`src/rtl/fifo_wr_arbiter.sv`:
```
// Round-robin write arbiter: grants one requester at a time for up to BURST
// beats into a FIFO, stalling while the FIFO is full or would overflow.
`timescale 1ns/1ps
module fifo_wr_arbiter #(
  parameter int NREQ  = 4,
  parameter int DW    = 8,
  parameter int DEPTH = 8,
  parameter int BURST = 4
) (
  input  logic                 wr_clk,
  input  logic                 rst,
  input  logic [NREQ-1:0]      req_valid,
  input  logic [NREQ*DW-1:0]   req_data,
  output logic [NREQ-1:0]      req_ready,
  input  logic                 full,
  input  logic [3:0]           fifo_counter,
  output logic                 wr_en,
  output logic [DW-1:0]        wdata,
  output logic [1:0]           grant_id,
  output logic                 busy,
  output logic [15:0]          wr_count
);

  localparam int BW = $clog2(BURST + 1);

  typedef enum logic {ST_IDLE = 1'b0, ST_BURST = 1'b1} state_t;

  state_t          r_state;
  state_t          w_state_nxt;
  logic [1:0]      r_rr_ptr;
  logic [BW-1:0]   r_beat_cnt;
  logic [1:0]      r_grant_id;
  logic            r_wr_en;
  logic [DW-1:0]   r_wdata;
  logic [15:0]     r_wr_count;

  logic [4:0]      w_fill;
  logic            w_space_ok;
  logic            w_accept;
  logic            w_last_beat;
  logic            w_exit;
  logic            w_found;
  logic            w_start;
  logic [1:0]      w_sel;

  // The write already in flight counts against capacity, so a FIFO at
  // DEPTH-1 cannot take a second beat before its counter catches up.
  assign w_fill      = {1'b0, fifo_counter} + {4'b0, r_wr_en};
  assign w_space_ok  = (w_fill < 5'(DEPTH)) && !full;
  assign w_accept    = (r_state == ST_BURST) && !rst && req_valid[r_grant_id] && w_space_ok;
  assign w_last_beat = (r_beat_cnt == BW'(BURST - 1));
  assign w_exit      = (r_state == ST_BURST) &&
                       (!req_valid[r_grant_id] || (w_accept && w_last_beat));
  assign w_start     = (r_state == ST_IDLE) && w_found && !full;

  // Descending scan so the closest valid requester at/after rr_ptr wins last.
  always_comb begin
    w_found = 1'b0;
    w_sel   = r_rr_ptr;
    for (int k = NREQ - 1; k >= 0; k--) begin
      if (req_valid[(int'(r_rr_ptr) + k) % NREQ]) begin
        w_found = 1'b1;
        w_sel   = 2'((int'(r_rr_ptr) + k) % NREQ);
      end
    end
  end

  always_comb begin
    req_ready = '0;
    if (!rst && (r_state == ST_BURST) && w_space_ok) begin
      req_ready[r_grant_id] = 1'b1;
    end
  end

  always_comb begin
    w_state_nxt = r_state;
    case (r_state)
      ST_IDLE:  if (w_start) w_state_nxt = ST_BURST;
      ST_BURST: if (w_exit)  w_state_nxt = ST_IDLE;
      default:               w_state_nxt = ST_IDLE;
    endcase
  end

  always_ff @(posedge wr_clk) begin
    if (rst) begin
      r_state <= ST_IDLE;
    end else begin
      r_state <= w_state_nxt;
    end
  end

  // Registered write port: accepted beat appears on wr_en/wdata one edge later.
  always_ff @(posedge wr_clk) begin
    if (rst) begin
      r_rr_ptr   <= '0;
      r_beat_cnt <= '0;
      r_grant_id <= '0;
      r_wr_en    <= 1'b0;
      r_wdata    <= '0;
      r_wr_count <= '0;
    end else begin
      r_wr_en <= w_accept;
      if (w_accept) begin
        r_wdata    <= req_data[r_grant_id*DW +: DW];
        r_wr_count <= r_wr_count + 16'd1;
        r_beat_cnt <= r_beat_cnt + BW'(1);
      end
      if (w_start) begin
        r_grant_id <= w_sel;
        r_beat_cnt <= '0;
      end
      if (w_exit) begin
        r_rr_ptr <= (r_grant_id == 2'(NREQ - 1)) ? 2'd0 : r_grant_id + 2'd1;
      end
    end
  end

  assign wr_en    = r_wr_en;
  assign wdata    = r_wdata;
  assign grant_id = r_grant_id;
  assign busy     = (r_state == ST_BURST);
  assign wr_count = r_wr_count;

endmodule
```
`config.mk`:
```
export PLATFORM = sky130hd
export DESIGN_NAME = fifo_wr_arbiter
export DESIGN_NICKNAME = d
export VERILOG_FILES = /design/src/rtl/fifo_wr_arbiter.sv
export SDC_FILE = /design/constraint.sdc
export NUM_CORES = 1
export LEC_CHECK = 0
export CELL_PAD_IN_SITES_DETAIL_PLACEMENT = 1
export CELL_PAD_IN_SITES_GLOBAL_PLACEMENT = 1
export CORE_ASPECT_RATIO = 0.9
export CORE_MARGIN = 2
export CORE_UTILIZATION = 30
export CTS_BUF_LIST = sky130_fd_sc_hd__clkbuf_4
export DETAILED_ROUTE_END_ITERATION = 6
export PLACE_DENSITY = 0.89
export SYNTH_ARGS = -nofsm -noshare
export SYNTH_HDL_FRONTEND = slang
export SYNTH_SLANG_ARGS = --single-unit
```
`constraint.sdc`:
```
create_clock -name wr_clk -period 2.3 [get_ports wr_clk]
set_input_delay 0.345 -clock wr_clk [delete_from_list [all_inputs] [get_ports wr_clk]]
set_output_delay 0.345 -clock wr_clk [all_outputs]
set_load 0.05 [all_outputs]
```
==> out/metrics.yaml <==
final_layout:
  drive_above_1_share_pct: 14.18
  syn_to_final_growth_pct: 53.98
  fin_nets: 331
  antenna_cells: 0
synthesis:
  synthTopCellsByArea: "dfxtp_1 36%, mux4_2 11%, a21oi_1 6.8%, nand2_1 5.5%, ha_1 4.8%"
  synth_top_area_share_pct: 35.94
  synth_nets: 251
  seq_area_frac_synth_pct: 35.94
  synth_top_family_by_area: "simple AND/OR/NAND/NOR gates"
  synth_area_mm2: 0.001838
  yosys_most_used_dff: "dfxtp_1"
  syn_inst: 201
  yosysMostFrequentCell: "dfxtp_1"
  synth_xor_area_share_pct: 1.430
  ys_ff_latch: 33
  yosysTopAreaCell: "dfxtp_1"
  synthArstFlopShare_pct: 0
  netlist_top_cells_count: "33 x dfxtp_1, 27 x nand2_1, 25 x a21oi_1"
  synth_compound_area_share_pct: 15.66
  synth-edff-count: 0
  yosysWarnings: 0
  synthMuxAreaShare_pct: 12.12
  yosys.area_share.simple_pct: 24.91
  syn-mean-instance-area_um2: 9.144
  synth_fa_ha_area_share_pct: 4.765
  synth.distinct_cells: 41
sta:
  finalCritPeriodShare_pct: 92.75
  finalClockSkew_ns: 0.01683
  layout_min_cycle_time_ns: 2.133
  setup_tns_ns: 0
  fmax_mhz: 468.8
  finalSetupViolCount: 0
  worst_slew_pin_slew_ns: 0.5299
  hold_violations: 0
  final_max_slew_viol_count: 0
  relSlewSlack_pct: 64.57
  rsz0062_at_grt: "no"
pwr:
  p_leak_nw: 0.9774
  power_density_mw_per_mm2: 442.4
  ir_drop_mv: 0.1810
  finalPower_w: 0.001252
place:
  dp_hpwl_um: 4693
  place_congestion: 0.7676
  io_buffers: 74
setup_path:
  crit_path_cell_trace: "buf_4, clkdlybuf4s50_1"
  crit_fanout: 13
  required_ns: 1.96
  path_class: "flop to output port"
  crit_arrival_ns: 1.79
  cpMaxStageDelayCell: "clkdlybuf4s50_1"
  slowest_delay_ns: 0.83
  crit_path_start_kind: "flop"
  crit_path_end_kind: "output port"
status:
  outcome: "finished, final reports clean"
global_routing:
  grt_antenna_before_repair: 0
  grt_use_total_pct: 18.23
  overflow: 0
  grt_pass1_wl_um: 9694
  grt_pass1_vias: 2037
  grt_max_degree: 23
die:
  chipWidth_um: 86.51
  core_mm2: 0.006013
  rows: 27
  start_util_pct: 30.57
  io_pins: 75
  die_h_um: 78.26
  die_area_mm2: 0.006769
route:
  wl_um: 5971
  post_drt_wl_per_cell_um: 16.87
  routed-via-count: 1932
  antenna_left: 0
  drt-initial-drc-count: 32
  first_pass_iters: 4
  drc: 0
  vias_per_cell: 5.458
clocking:
  ctsHtreeMaxLevel: 2
  insertion_delay_ns: 0.35
  path_clk_slew_ns: 0.11
  cts_resized: 0
  postCtsSetupBuffers: 0
  hold_buffers: 0
  clock_tree.buffer_depth: 2
  cts.sinks: 33
  root_buffer: "clkbuf_4"
  cts_buffers: 5
  cts_tree: "yes"
flow_run:
  cap_violations: 0
min_path:
  hold_path_class: "flop to flop"
[power by group]
part | internal, W | total [W] | switching (W)
registers | 0.000578 | 0.000586 | 0.00000814
clock network | 0.000238 | 0.000450 | 0.000212
logic | 0.000125 | 0.000215 | 0.0000907
[metrics by stage]
| step | setup WS [ns] | util (%) | hold slack [ns] | cells | cell area, um2 |
|---|---|---|---|---|---|
| CTS | 0.1383 | 47.07 | 0.4734 | 354 | 2830 |
| detailed placement | 0.008280 | 45.76 | 0.4589 | 346 | 2751 |
| global route | 0.09014 | 47.07 | 0.4985 | 354 | 2830 |
| floorplan | 0.1117 | - | 0.4801 | 201 | 1838 |
| global placement | 0.1026 | 45.76 | 0.4413 | 346 | 2751 |
| finish | 0.1668 | 47.07 | 0.4676 | 354 | 2830 |
[layer usage]
layer / global-route usage, % / routed length (um)
met2: 32.38 / 3135
met4: 5.938 / 119
met3: 5.783 / 381
met1: 20.51 / 2334
met5: 0 / 0
[state kept, by name (all words and copies together) (netlist names)]
name and count:
busy 1, r_rr_ptr 2, wr_count 16, r_beat_cnt 3
wr_en 1, grant_id 2, wdata 8
[cell type report]
| type | instances | area (um2) |
|---|---|---|
| fillers | 694 | 3183 |
| clock inverters | 2 | 33.78 |
| multi-input cells | 146 | 1082 |
| well taps | 72 | 90.09 |
| repair buffers | 87 | 888.4 |
| flip-flops and latches | 33 | 660.6 |
| clock buffers | 6 | 45.04 |
| inverters | 8 | 30.03 |
[cell usage in the layout (no fill, tap or decap), types with 3 or more instances in the layout]
master / synthesis / layout
nand3_1: 7 / 7
clkbuf_4: 0 / 6
dfxtp_1: 33 / 33
ha_1: 7 / 7
inv_1: 7 / 7
buf_4: 0 / 13
o31ai_1: 11 / 11
clkdlybuf4s50_1: 0 / 69
mux4_2: 9 / 9
or4_1: 11 / 11
nand2b_1: 4 / 4
a21oi_1: 25 / 25
nor2_1: 4 / 4
nand4_1: 4 / 4
nand2_1: 27 / 27
and3_1: 7 / 7
buf_12: 0 / 5
nor3_1: 3 / 3
[critical path, delay by kind of cell, from the launching register on]
kind,cells,cell delay (ns)
DFF,1,0.38
buffers and inverters,2,1.06
[worst paths after layout]
| kind | start | endpoint | slack [ns] | cells past startpoint |
|---|---|---|---|---|
| hold reg to reg | wdata[1] | wdata[1] | 0.47 | 2 |
| setup reg to reg | busy | wr_count[12] | 0.37 | 5 |
| hold / removal | wdata[1] | wdata[1] | 0.47 | 2 |
| setup / recovery | grant_id[1] | grant_id[1] | 0.17 | 2 |
[kinds of logic (layout without fill, tap and decap cells)]
group / count (synthesis) / in the layout
AO/OA/AOI/OAI: 46 / 46
AND/OR/NAND/NOR: 79 / 79
flip-flops: 33 / 33
adder cells (fa/ha/maj): 7 / 7
multiplexers: 11 / 11
XOR/XNOR: 3 / 3
buffers and inverters: 22 / 103
(Power assumes the default switching activity.)
==> RTL edit 1, RTL diff (same settings) <==
`BURST`: 4 -> 2.
--- a/src/rtl/fifo_wr_arbiter.sv
+++ b/src/rtl/fifo_wr_arbiter.sv
@@ -5,7 +5,7 @@
   parameter int NREQ  = 4,
   parameter int DW    = 8,
   parameter int DEPTH = 8,
-  parameter int BURST = 4
+  parameter int BURST = 2
 ) (
   input  logic                 wr_clk,
   input  logic                 rst,
Function: changed (Yosys sat finds a counterexample within 4 cycles, from zero or initial values and one cycle with rst high).
==> RTL edit 1 against the original RTL <==
- fmax is 0.54% lower
- worst setup slack got worse by 0.012 ns
- sequential power is 3% lower
- wire length fell by 11%
- register-to-register slack gained 0.11 ns
- total power down 13%
- critical path depth is the same
- synthesized cell count shrank 3.0%
- combinational power is 2% lower
- clock power is 30% lower
- final area fell by 4.4%
- synthesized area fell by 4.2%
- sequential cell count fell by 1
- count of clock-buffer cells in the layout is 1 lower
- largest power group unchanged
==> RTL edit 1: results (changes against the original RTL) <==
stage;metric;value;unit;change
timing;Max-slew headroom;0.639;;-0.00711
finish;n_diodes;0;;unchanged
finish;layout cells sized above 1;0.137;;-0.00466
power_and_ir_drop;Max rail drop VDD;0.174;mV;-3.9%
timing;Worst Skew;0.0136;ns;-0.00323 ns
detailed_routing;met2 wire length;2570;um;-18%
clock_tree;clk_lat worst skew;0.35;ns;about the same
clock_tree;# Post-CTS Setup Buffers;0;;unchanged
grt;global-route wire length before repair;9140;um;-5.7%
detailed_routing;ANT nets after route;0;;unchanged
power_and_ir_drop;Leak;0.928;nW;-5.1%
detailed_routing;DR WL met3;379;um;-0.52%
grt;met1 Track Usage GR;0.205;;about the same
detailed_routing;vias;1797;;-7.0%
worst_hold_path;worst hold path stage count;2;;unchanged
placed_design;GPL Wtd Cong;0.802;;+4.5%
finish;Nets;325;;-1.8%
placed_design;Port Buffers;74;;unchanged
detailed_routing;DRT Pass-1 Iters;4;;unchanged
logic_synthesis;Synth top cells by count;dfxtp_1 (32), a21oi_1 (27), nand2_1 (25);;
logic_synthesis;Syn. warnings;0;;unchanged
logic_synthesis;synthesized net count;244;;-2.8%
critical_path;reg2reg path depth;4;;-1
grt;GRT Total Usage;0.176;;-0.00580
detailed_routing;final WL;5330;um;-11%
grt;initial antenna violation count;0;;unchanged
logic_synthesis;post-synthesis sequential area ratio;0.364;;+0.00447
grt;largest net degree at the start of global routing;33;;+43%
floorplanning;Cell Rows;26;;-3.7%
placed_design;hpwl dp;4180;um;-11%
grt;vias in the first global route;1973;;-3.1%
grt;grt met3 use;0.0603;;+0.00245
finish;max reg flops;16;;unchanged
clock_tree;Max clock buf depth;2;;unchanged
critical_path;worst reg-to-reg setup slack;0.48;ns;+0.11 ns
worst_hold_path;HP Class;register to register;;
run_status;status;complete, no violations;;
detailed_routing;WL met1;2270;um;-3.0%
logic_synthesis;Yosys cell types;39;;-4.9%
clock_tree;TritonCTS Buffers;5;;unchanged
clock_tree;Reg clk slew, reported paths;0.11;ns;about the same
clock_tree;Root Buffer;clkbuf_4;;
critical_path;CP Max Fanout;12;;-1
detailed_routing;1st-iter DRT viols;40;;+25%
logic_synthesis;Area contributors post-synth;dfxtp_1 (36%), mux4_2 (12%), a21oi_1 (7.7%), nand2_1 (5.3%), ha_1 (4.3%);;
grt;GRT met2 Usage;0.294;;-0.0294
## RTL edit 1: changes by cell type after synthesis, moves of 5 or more
cell     unedited run  this run
o21ai_0             2        10
inv_1               7        12
or3_1               1        10
o31ai_1            11         2
or4_1              11         2
## RTL edit 1: critical path, stage by stage (launching register included)
cell,delay [ns]
dfxtp_1,0.40
buf_4,0.23
clkdlybuf4s50_1,0.83
## RTL edit 1: area by class of cell
cell class              instances  area (um2)
inverters                      13        48.8
repair buffers                 85         861
multi-input cells             139        1020
clock inverters                 3        13.8
well taps                      70        87.6
fillers                       665        2950
clock buffers                   5        37.5
flip-flops and latches         32         641
## RTL edit 1: path summary, 6_finish.rpt
path,startpoint,to
setup / recovery,grant_id[1],grant_id[1]
hold / removal,wdata[3],wdata[3]
hold reg to reg,wdata[3],wdata[3]
setup reg to reg,busy,r_rr_ptr[0]
## RTL edit 1: where the power goes
part	internal, mW	total [mW]	switching [mW]
Sequential	0.561	0.569	0.00761
Combinational	0.121	0.211	0.0902
Clock	0.112	0.313	0.201
## RTL edit 1: metrics by stage
step                      worst slack [ns]  instance area [um2]  std cells  hold WS [ns]
after floorplan                     0.0906                 1760        195         0.514
after global routing                0.0677                 2710        347         0.504
after global placement               0.173                 2660        339         0.441
after CTS                            0.117                 2710        347         0.467
after detailed placement            0.0871                 2660        339         0.450
final                                0.155                 2710        347         0.464
## RTL edit 1: kinds of logic (layout without fill, tap and decap cells)
family / after synthesis / count (layout) / share of synthesized area
muxes: 10 / 10 / 0.121
DFF: 32 / 32 / 0.364
adders and majority gates: 6 / 6 / 0.0426
AOI/OAI and AO/OA: 50 / 50 / 0.176
xor gates and xnor gates: 3 / 3 / 0.0149
and+or+nand+nor: 70 / 70 / 0.223
buffers and inverters: 24 / 106 / 0.0583
==> RTL edit 2, RTL diff (config.mk and constraints unchanged) <==
Without the edit above. Put one more register stage on the output `wr_count`, without a reset. The value now appears one clock later. The other outputs are not delayed to match.
--- a/src/rtl/fifo_wr_arbiter.sv
+++ b/src/rtl/fifo_wr_arbiter.sv
@@ -119,6 +119,8 @@
   assign wdata    = r_wdata;
   assign grant_id = r_grant_id;
   assign busy     = (r_state == ST_BURST);
-  assign wr_count = r_wr_count;
+  always_ff @(posedge wr_clk) begin
+    wr_count <= r_wr_count;
+  end
 
 endmodule
Function: changed (Yosys sat finds a counterexample within 4 cycles, from zero or initial values and one cycle with rst high).
==> RTL edit 2 against the original RTL <==
- clock power down 7.8%
- sequential cell count up 16
- combinational power up 7%
- total power up 21%
- synthesized area up 17%
- critical path depth up 3
- final area up 11%
- worst hold slack worse by 0.092 ns
- worst setup slack worse by 0.087 ns
- wire length down 6.7%
- register-to-register slack better by 0.03 ns
- critical path type is now input pin to primary output
- critical endpoint is now req_ready[3]
- largest cell class unchanged
- highest routed layer unchanged
==> RTL edit 2: results (changes against the original RTL) <==
stage;metric;value;unit;change
run_status;status;complete, no violations;;
timing;Max-slew headroom;0.355;;-0.290
finish;Finished Layout Cells;391;;+10%
logic_synthesis;mux contribution to synthesized area;0.109;;-0.0124
power_and_ir_drop;Max rail drop VDD;0.189;mV;+4.4%
finish;layout cells sized above 1;0.134;;-0.00762
clock_tree;clk_lat worst skew;0.37;ns;+0.02 ns
worst_hold_path;worst hold path stage count;0;;-2
logic_synthesis;synthesized net count;262;;+4.4%
logic_synthesis;Synth Area in Adders;0.0407;;-0.00695
critical_path;FF-to-FF End;r_wr_count[9];;
placed_design;GPL Wtd Cong;0.737;;-4.0%
power_and_ir_drop;clk pwr;415;uW;-7.8%
logic_synthesis;Synth Area in Compound Gates;0.124;;-0.0322
detailed_routing;final WL;5570;um;-6.7%
clock_tree;Reg clk slew, reported paths;0.13;ns;+0.02 ns
logic_synthesis;post-synthesis sequential area ratio;0.456;;+0.0964
grt;GRT Total Usage;0.153;;-0.0290
grt;largest net degree at the start of global routing;35;;+52%
placed_design;# placed instances;383;;+11%
grt;grt ovf;0;;unchanged
logic_synthesis;Synth top cells by count;dfxtp_1 (49), nand2_1 (23), a21oi_1 (20);;
logic_synthesis;post-synthesis xor/xnor area fraction;0.0203;;+0.00605
critical_path;CP Max Fanout;5;;-8
worst_hold_path;hold path startpoint;r_wr_count[15];;
clock_tree;Max clock buf depth;2;;unchanged
critical_path;CP max stage delay;0.49;ns;-0.34 ns
placed_design;hpwl dp;4270;um;-9.1%
finish;Nets;347;;+4.8%
placed_design;placed cell areas;0.00309;mm2;+12%
power_and_ir_drop;Leak;1.09;nW;+12%
placed_design;dpl ws;-0.129;ns;-0.138 ns
grt;vias in the first global route;2109;;+3.5%
logic_synthesis;Area contributors post-synth;dfxtp_1 (46%), mux4_2 (9.4%), a21oi_1 (4.7%), ha_1 (4.1%), nand2_1 (4.0%);;
power_and_ir_drop;Pint;1.12;mW;+19%
power_and_ir_drop;Comb pwr share;0.152;;-0.020
critical_path;reg2reg path depth;4;;-1
power_and_ir_drop;total power;1.51;mW;+21%
timing;Worst Skew;0.0106;ns;-0.00626 ns
worst_hold_path;hold endpoint;wr_count[15];;
detailed_routing;vias;1949;;+0.88%
critical_path;worst reg-to-reg setup slack;0.40;ns;+0.03 ns
detailed_routing;1st-iter DRT viols;53;;+66%
RTL edit 2: per-layer routing:
metal	track usage	routed length (um)	part of all wire	vias up
met3	0.0530	437	0.078	8
met4	0.0481	68	0.012	0
li1	-	-	-	957
met2	0.262	2600	0.47	63
met5	0	0	0	-
met1	0.181	2470	0.44	921
RTL edit 2: layout make-up:
type / instances / area (um2)
Clock inverter: 2 / 13.8
Timing Repair Buffer: 87 / 876
Multi-Input combinational cell: 148 / 1100
Inverter: 6 / 22.5
Clock buffer: 6 / 45.0
Sequential cell: 49 / 981
Fill cell: 799 / 3850
Tap cell: 93 / 116
RTL edit 2: worst max path at each step:
| stage | startpoint | end | slack [ns] |
|---|---|---|---|
| 2_1_floorplan | grant_id[0] | req_ready[0] | 0.11 |
| 3_3_place_gp | rst | r_wr_count[13] | -0.05 |
| 3_5_place_dp | rst | r_wr_count[9] | -0.13 |
| 4_1_cts | rst | req_ready[3] | 0.06 |
| 5_1_grt | rst | req_ready[3] | 0.004 |
| 6_report | rst | req_ready[3] | 0.08 |
